==> src/rtl/rv32_pkg.sv <==
// -----------------------------------------------------------------------------
// rv32_pkg
// Shared definitions for the MEM-stage load/store unit:
//   - RV32 opcode and funct3 encodings for loads and stores
//   - exception cause and FSM state enumerations
//   - helpers that build the store byte-enable mask and lane-replicated data
// -----------------------------------------------------------------------------
package rv32_pkg;

    localparam logic [6:0] OP_LOAD  = 7'b0000011;
    localparam logic [6:0] OP_STORE = 7'b0100011;

    localparam logic [2:0] F3_B  = 3'b000;
    localparam logic [2:0] F3_H  = 3'b001;
    localparam logic [2:0] F3_W  = 3'b010;
    localparam logic [2:0] F3_BU = 3'b100;
    localparam logic [2:0] F3_HU = 3'b101;

    typedef enum logic [1:0] {
        CAUSE_NONE     = 2'b00,
        CAUSE_MISALIGN = 2'b01,
        CAUSE_ILLEGAL  = 2'b10,
        CAUSE_TIMEOUT  = 2'b11
    } lsu_cause_t;

    typedef enum logic [1:0] {
        ST_IDLE = 2'b00,
        ST_BUSY = 2'b01,
        ST_RESP = 2'b10
    } lsu_state_t;

    // Byte enables for a store of width funct3 at byte offset addr_lo.
    function automatic logic [3:0] store_wstrb(input logic [2:0] funct3,
                                               input logic [1:0] addr_lo);
        logic [3:0] strb;
        case (funct3)
            F3_B:    strb = 4'b0001 << addr_lo;
            F3_H:    strb = 4'b0011 << {addr_lo[1], 1'b0};
            default: strb = 4'b1111;
        endcase
        return strb;
    endfunction

    // Store data replicated across all lanes so the strobes alone pick the bytes.
    function automatic logic [31:0] store_wdata(input logic [2:0]  funct3,
                                                input logic [31:0] data);
        logic [31:0] wd;
        case (funct3)
            F3_B:    wd = {4{data[7:0]}};
            F3_H:    wd = {2{data[15:0]}};
            default: wd = data;
        endcase
        return wd;
    endfunction

endpackage

==> src/rtl/rv32_load_align.sv <==
// -----------------------------------------------------------------------------
// rv32_load_align
// Combinational load lane select and extension.
// Ports:
//   rdata   in  32  raw word returned by data memory
//   addr_lo in   2  byte offset of the access within the word
//   funct3  in   3  load width/signedness (LB/LH/LW/LBU/LHU)
//   result  out 32  extended load value
// -----------------------------------------------------------------------------
module rv32_load_align
    import rv32_pkg::*;
(
    input  logic [31:0] rdata,
    input  logic [1:0]  addr_lo,
    input  logic [2:0]  funct3,
    output logic [31:0] result
);

    logic [7:0]  lane [4];
    logic [7:0]  byte_sel;
    logic [15:0] half_sel;

    generate
        for (genvar gi = 0; gi < 4; gi++) begin : g_lane
            assign lane[gi] = rdata[8*gi +: 8];
        end
    endgenerate

    assign byte_sel = lane[addr_lo];
    assign half_sel = addr_lo[1] ? rdata[31:16] : rdata[15:0];

    always_comb begin
        result = rdata;
        case (funct3)
            F3_B:    result = {{24{byte_sel[7]}}, byte_sel};
            F3_H:    result = {{16{half_sel[15]}}, half_sel};
            F3_BU:   result = {24'd0, byte_sel};
            F3_HU:   result = {16'd0, half_sel};
            default: result = rdata;
        endcase
    end

endmodule

==> src/rtl/rv32_mem_lsu.sv <==
// -----------------------------------------------------------------------------
// rv32_mem_lsu
// MEM-stage load/store unit. Decodes the EX/MEM instruction, runs a single
// outstanding req/ack data-memory transaction, stalls the pipeline while it is
// in flight, extends load data and reports misaligned/illegal/timeout faults.
// Ports:
//   clk, rst                 clock, synchronous active-high reset
//   code_in, alu_res_in      instruction and effective address
//   bshift_in                store data (rs2)
//   flush_in                 kill the current op
//   stall_out                hold EX/MEM and upstream
//   mem_req/we/addr/wdata/wstrb, mem_rdata, mem_ack   data bus
//   load_data_out, load_valid_out   load result and its 1-cycle strobe
//   excp_out, excp_cause_out        1-cycle exception pulse and cause
// -----------------------------------------------------------------------------
module rv32_mem_lsu
    import rv32_pkg::*;
#(
    parameter int TIMEOUT = 16,
    parameter int CNT_W   = 5
) (
    input  logic        clk,
    input  logic        rst,
    input  logic [31:0] code_in,
    input  logic [31:0] alu_res_in,
    input  logic [31:0] bshift_in,
    input  logic        flush_in,
    output logic        stall_out,
    output logic        mem_req,
    output logic        mem_we,
    output logic [31:0] mem_addr,
    output logic [31:0] mem_wdata,
    output logic [3:0]  mem_wstrb,
    input  logic [31:0] mem_rdata,
    input  logic        mem_ack,
    output logic [31:0] load_data_out,
    output logic        load_valid_out,
    output logic        excp_out,
    output logic [1:0]  excp_cause_out
);

    localparam logic [CNT_W-1:0] CNT_LAST = CNT_W'(TIMEOUT - 1);

    lsu_state_t state_reg, state_next;

    logic             mem_req_reg;
    logic             mem_we_reg;
    logic [31:0]      mem_addr_reg;
    logic [31:0]      mem_wdata_reg;
    logic [3:0]       mem_wstrb_reg;
    logic [2:0]       funct3_reg;
    logic [1:0]       addr_lo_reg;
    logic             flushed_reg;
    logic [CNT_W-1:0] cnt_reg;
    logic [31:0]      load_data_reg;
    logic             excp_reg;
    lsu_cause_t       cause_reg;

    // ---------------- decode ----------------
    logic [6:0]  opcode;
    logic [2:0]  funct3;
    logic        is_load, is_store;
    logic        f3_legal, aligned;
    logic        timeout_hold;
    logic        mem_op, accept, fault;
    lsu_cause_t  fault_cause;
    logic        kill;
    logic        cnt_done;
    logic [31:0] align_result;
    logic        unused_code_bits;

    assign opcode   = code_in[6:0];
    assign funct3   = code_in[14:12];
    assign is_load  = (opcode == OP_LOAD);
    assign is_store = (opcode == OP_STORE);
    assign unused_code_bits = ^{code_in[31:15], code_in[11:7]};

    always_comb begin
        f3_legal = 1'b0;
        if (is_load)
            f3_legal = (funct3 == F3_B) || (funct3 == F3_H) || (funct3 == F3_W) ||
                       (funct3 == F3_BU) || (funct3 == F3_HU);
        else if (is_store)
            f3_legal = (funct3 == F3_B) || (funct3 == F3_H) || (funct3 == F3_W);
    end

    always_comb begin
        aligned = 1'b1;
        case (funct3)
            F3_H, F3_HU: aligned = (alu_res_in[0] == 1'b0);
            F3_W:        aligned = (alu_res_in[1:0] == 2'b00);
            default:     aligned = 1'b1;
        endcase
    end

    // After a bus timeout the faulting instruction is still sitting in EX/MEM
    // during the IDLE cycle that carries the exception pulse. It must be let
    // through (stall released) rather than re-issued to the bus.
    assign timeout_hold = excp_reg && (cause_reg == CAUSE_TIMEOUT);

    assign mem_op      = (is_load || is_store) && !flush_in && !timeout_hold;
    assign accept      = (state_reg == ST_IDLE) && mem_op && f3_legal && aligned;
    assign fault       = (state_reg == ST_IDLE) && mem_op && !(f3_legal && aligned);
    assign fault_cause = !f3_legal ? CAUSE_ILLEGAL : CAUSE_MISALIGN;

    // A flush seen at any point of the BUSY phase kills the op's results.
    assign kill     = flushed_reg || flush_in;
    assign cnt_done = (cnt_reg == CNT_LAST);

    rv32_load_align u_align (
        .rdata   (mem_rdata),
        .addr_lo (addr_lo_reg),
        .funct3  (funct3_reg),
        .result  (align_result)
    );

    // ---------------- FSM: state register ----------------
    always_ff @(posedge clk) begin
        if (rst)
            state_reg <= ST_IDLE;
        else
            state_reg <= state_next;
    end

    // ---------------- FSM: next state ----------------
    always_comb begin
        state_next = state_reg;
        case (state_reg)
            ST_IDLE: if (accept) state_next = ST_BUSY;
            ST_BUSY: begin
                if (mem_ack)
                    state_next = kill ? ST_IDLE : ST_RESP;
                else if (cnt_done)
                    state_next = ST_IDLE;
            end
            ST_RESP: state_next = ST_IDLE;
            default: state_next = ST_IDLE;
        endcase
    end

    // ---------------- FSM: outputs ----------------
    always_comb begin
        stall_out      = 1'b0;
        load_valid_out = 1'b0;
        if (!rst) begin
            case (state_reg)
                ST_IDLE: stall_out = accept;
                ST_BUSY: stall_out = 1'b1;
                ST_RESP: load_valid_out = !mem_we_reg && !flush_in;
                default: stall_out = 1'b0;
            endcase
        end
    end

    assign mem_req        = mem_req_reg;
    assign mem_we         = mem_we_reg;
    assign mem_addr       = mem_addr_reg;
    assign mem_wdata      = mem_wdata_reg;
    assign mem_wstrb      = mem_wstrb_reg;
    assign load_data_out  = load_data_reg;
    assign excp_out       = excp_reg;
    assign excp_cause_out = cause_reg;

    // ---------------- datapath registers ----------------
    always_ff @(posedge clk) begin
        if (rst) begin
            mem_req_reg   <= 1'b0;
            mem_we_reg    <= 1'b0;
            mem_addr_reg  <= 32'd0;
            mem_wdata_reg <= 32'd0;
            mem_wstrb_reg <= 4'd0;
            funct3_reg    <= 3'd0;
            addr_lo_reg   <= 2'd0;
            flushed_reg   <= 1'b0;
            cnt_reg       <= '0;
            load_data_reg <= 32'd0;
            excp_reg      <= 1'b0;
            cause_reg     <= CAUSE_NONE;
        end else begin
            excp_reg <= 1'b0;
            case (state_reg)
                ST_IDLE: begin
                    if (accept) begin
                        mem_req_reg   <= 1'b1;
                        mem_we_reg    <= is_store;
                        mem_addr_reg  <= {alu_res_in[31:2], 2'b00};
                        mem_wdata_reg <= is_store ? store_wdata(funct3, bshift_in) : 32'd0;
                        mem_wstrb_reg <= is_store ? store_wstrb(funct3, alu_res_in[1:0]) : 4'd0;
                        funct3_reg    <= funct3;
                        addr_lo_reg   <= alu_res_in[1:0];
                        flushed_reg   <= 1'b0;
                        cnt_reg       <= '0;
                    end else if (fault) begin
                        excp_reg  <= 1'b1;
                        cause_reg <= fault_cause;
                    end
                end
                ST_BUSY: begin
                    if (flush_in)
                        flushed_reg <= 1'b1;
                    if (mem_ack) begin
                        mem_req_reg <= 1'b0;
                        if (!mem_we_reg && !kill)
                            load_data_reg <= align_result;
                    end else if (cnt_done) begin
                        mem_req_reg <= 1'b0;
                        if (!kill) begin
                            excp_reg  <= 1'b1;
                            cause_reg <= CAUSE_TIMEOUT;
                        end
                    end else begin
                        cnt_reg <= cnt_reg + 1'b1;
                    end
                end
                default: ;
            endcase
        end
    end

endmodule

==> config.mk <==
export PLATFORM = sky130hd
export DESIGN_NAME = rv32_mem_lsu
export DESIGN_NICKNAME = d
export VERILOG_FILES = /design/src/rtl/rv32_pkg.sv /design/src/rtl/rv32_load_align.sv /design/src/rtl/rv32_mem_lsu.sv
export SDC_FILE = /design/constraint.sdc
export NUM_CORES = 1
export LEC_CHECK = 0
export ABC_AREA = 1
export CAP_MARGIN = 30
export CORE_ASPECT_RATIO = 1.4
export CORE_MARGIN = 5
export CORE_UTILIZATION = 44
export CTS_BUF_LIST = sky130_fd_sc_hd__clkbuf_8 sky130_fd_sc_hd__clkbuf_16
export CTS_CLUSTER_SIZE = 40
export DETAILED_ROUTE_END_ITERATION = 16
export PLACE_DENSITY = 0.91
export SLEW_MARGIN = 20
export SYNTH_ARGS = -nofsm -noshare
export SYNTH_HDL_FRONTEND = slang
export SYNTH_HIERARCHICAL = 1
export SYNTH_SLANG_ARGS = --single-unit
==> constraint.sdc <==
create_clock -name clk -period 2.43 [get_ports clk]
set_input_delay 0.729 -clock clk [delete_from_list [all_inputs] [get_ports clk]]
set_output_delay 0.729 -clock clk [all_outputs]
set_load 0.005 [all_outputs]
==> results.sh <==
export IMPL_drt_wl_total_mm=19.0
export IMPL_antenna_found_initial=1
export IMPL_rows=49
export IMPL_hold_path_class="reg -> reg"
export IMPL_clockBufferDepth=2
export IMPL_ios=239
export IMPL_ys_seq_area_share_pct=40.0
export IMPL_finalSetupViolCount=0
export IMPL_max_freq_mhz=419
export IMPL_die_h_um=146
export IMPL_clkTransAtPathRegs_ns=0.06
export IMPL_synth_top_family_by_area="simple AND/OR/NAND/NOR gates"
export IMPL_ys_ff_latch=116
export IMPL_crit_type="in -> out"
export IMPL_grt_pass1_wl_mm=29.8
export IMPL_synth_xor_area_share_pct=0.151
export IMPL_cts_tree="built"
export IMPL_yosysUniqueCellTypes=36
export IMPL_maxCapViolCount=0
export IMPL_nets=1231
export IMPL_clock_latency_ns=0.41
export IMPL_hold_slack_ns=0.461
export IMPL_powerDensity_mw_per_mm2=550
export IMPL_netSwitchingFraction_pct=24.3
export IMPL_combPwrFrac_pct=8.6
export IMPL_cts_htree_levels=4
export IMPL_ir_worst_vdd_v=0.000521
export IMPL_grt_pass1_vias=6205
export IMPL_finalCriticalPeriod_ns=2.39
export IMPL_leakagePower_nw=3.48
export IMPL_core_region_area_sq_mm=0.0129
export IMPL_sequentialPowerShare_pct=39.3
export IMPL_grt_total_usage_pct=23.8
export IMPL_intPower_w=0.00366
export IMPL_synthMuxAreaShare_pct=0
export IMPL_die_w_um=107
export IMPL_vias=6451
export IMPL_grt_max_degree=53
export IMPL_ys_warn_count=6
export IMPL_cp_max_fo=3
export IMPL_wire_per_inst_um=15.1
export IMPL_clkPwrFrac_pct=52.1
export IMPL_worstSetupEndpointType="output port"
export IMPL_arrival_ns=1.66
export IMPL_max_slew_worst_pin_slew_ns=0.690
export IMPL_cts_sinks=116
export IMPL_area_growth_pct=51.6
export IMPL_firstDrtPassIters=5
export IMPL_ant_nets=0
export IMPL_period_share_pct=98.2
export IMPL_route_detailed_drc=0
export IMPL_synth_area_sq_mm=0.00581
export IMPL_initial_core_util_pct=45.1
export IMPL_placed_cell_area_sq_mm=0.00812
export IMPL_drt_iter0_drc=300
export IMPL_gp_congestion=0.939
export IMPL_worst_ep_required_time_ns=1.70
export IMPL_antenna_cells=0
export IMPL_outcome="complete, no violations"
export IMPL_die_area_sq_mm=0.0156
export IMPL_grt_setup_unrepaired="true"
export IMPL_start_kind="input port"
export IMPL_hpwl_mm=13.9
export IMPL_setup_ws_ns=0.0433
export IMPL_final_area_sq_mm=0.00881
export IMPL_maxSlewViolCount=0
export IMPL_placed_cells=1230
export IMPL_switching_power_w=0.00118
export IMPL_grt_remaining_overflow=0
export IMPL_hold_violations=0
export IMPL_io_buffers=214
export IMPL_syn_inst=881
export IMPL_relSlewSlack_pct=53.9
export IMPL_vias_per_cell=5.11
export IMPL_cts_hold_buf=0
export IMPL_dpl_worst_slack_ns=-0.890
export IMPL_synth_fa_ha_area_share_pct=0.431
export IMPL_finalNonFillerCells=1263
export IMPL_cts_inserted_buffers=17
export IMPL_drive_gt1_share_pct=12.2
export IMPL_finClkSkew_ns=0.00721
export IMPL_avgSynthCellArea_sq_um=6.59
export IMPL_synth_simple_area_share_pct=37.0
export IMPL_synth_compound_area_share_pct=13.4
export IMPL_cts_root_buf="clkbuf_16"
==> layout make-up <==
class | instances | area (sq um)
Clock buffer | 17 | 425
Clock inverter | 15 | 171
Fill cell | 1059 | 4070
Inverter | 54 | 210
Multi-Input combinational cell | 659 | 3060
Sequential cell | 116 | 2320
Tap cell | 153 | 191
Timing Repair Buffer | 249 | 2420
==> worst max-delay path, stage by stage <==
cell,delay [ns]
buf_2,0.12
inv_2,0.06
nand2_2,0.07
nor2_4,0.14
nand3_2,0.08
nand2_2,0.09
nand4_4,0.08
a21oi_2,0.14
buf_2,0.15
==> cells in the mapped netlist <==
library cell,count,area (sq um)
nand2_2,4,25.0
inv_1,50,188
a22oi_1,7,52.6
nor3_4,1,16.3
nand3_2,13,130
or2_2,5,31.3
o21ai_1,2,10.0
a21oi_1,94,470
nor3b_1,1,7.51
nand2_1,299,1120
nand4_1,2,12.5
o21a_1,1,7.51
clkbuf_1,20,75.1
inv_2,2,7.51
nand3b_1,2,15.0
nand3_1,48,240
inv_4,1,6.26
or2_0,3,18.8
buf_8,1,15.0
conb_1,1,3.75
xor2_1,1,8.76
nor2_1,111,417
nand4_4,1,21.3
nor4_1,1,6.26
and2_4,1,8.76
o21ai_0,47,235
ha_1,2,25.0
dfxtp_1,116,2320
buf_6,6,67.6
nor3_1,4,20.0
nor2_2,4,25.0
nand2_4,2,22.5
and3_1,1,6.26
inv_6,1,8.76
buf_4,11,82.6
buf_2,15,75.1
==> path summary, 6_finish.rpt <==
check	start	endpoint	slack, ns	cells after the start
max	code_in[3]	stall_out	0.04	9
min	mem_wstrb[2]	mem_wstrb[2]	0.46	2
max reg2reg	excp_cause_out[1]	mem_wdata[17]	0.49	8
min reg2reg	mem_wstrb[2]	mem_wstrb[2]	0.46	2
==> cell usage in the layout (no fill, tap or decap), types with 6 or more instances in the layout <==
master,count
inv_6,6
dfxtp_1,116
nor2_1,106
nand3_1,45
buf_4,31
buf_6,6
buf_2,6
nand2_2,7
clkbuf_16,17
nand2_1,295
nand3_2,15
inv_2,7
a22oi_1,7
inv_1,45
a21oi_1,92
clkdlybuf4s50_1,198
o21ai_0,47
==> repair_timing <==
item                                    4_1_cts  5_1_grt
buffers inserted                              1        0
hold endpoints to repair                      0        0
resized for setup                            74       15
pin swaps                                    13       10
endpoints found under the setup margin       75        1
==> kinds of logic after synthesis <==
| logic type | after synthesis |
|---|---|
| other | 1 |
| and+or+nand+nor | 503 |
| xor gates and xnor gates | 1 |
| adders and majority gates | 2 |
| DFF | 116 |
| buffers and inverters | 107 |
| AOI/OAI and AO/OA | 151 |
==> layer usage <==
| layer | part of all wire (%) | track usage, % | vias to the layer above |
|---|---|---|---|
| met1 | 37 | 24.6 | 2917 |
| met5 | 0.068 | 0 | - |
| met4 | 3.0 | 9.47 | 2 |
| met2 | 50 | 42.5 | 257 |
| met3 | 9.6 | 9.32 | 40 |
| li1 | - | - | 3235 |
==> power by group through the flow <==
stage	Clock [W]	Combinational, W	Sequential (W)
floorplan	0	0.000147	0.00194
global placement	0	0.000393	0.00194
detailed placement	0	0.000396	0.00194
CTS	0.00256	0.000402	0.00190
global route	0.00269	0.000450	0.00190
finish	0.00253	0.000415	0.00190
==> per-stage QoR <==
step	utilization [%]	power, W	setup TNS (ns)
3_5_place_dp	63.0	0.00234	-49.79
2_1_floorplan	-	0.00209	0
4_1_cts	68.0	0.00486	0
6_report	68.4	0.00484	0
3_3_place_gp	63.0	0.00234	-45.93
5_1_grt	68.4	0.00504	-0.0175
Note: power is estimated with default switching activity, not from simulation.
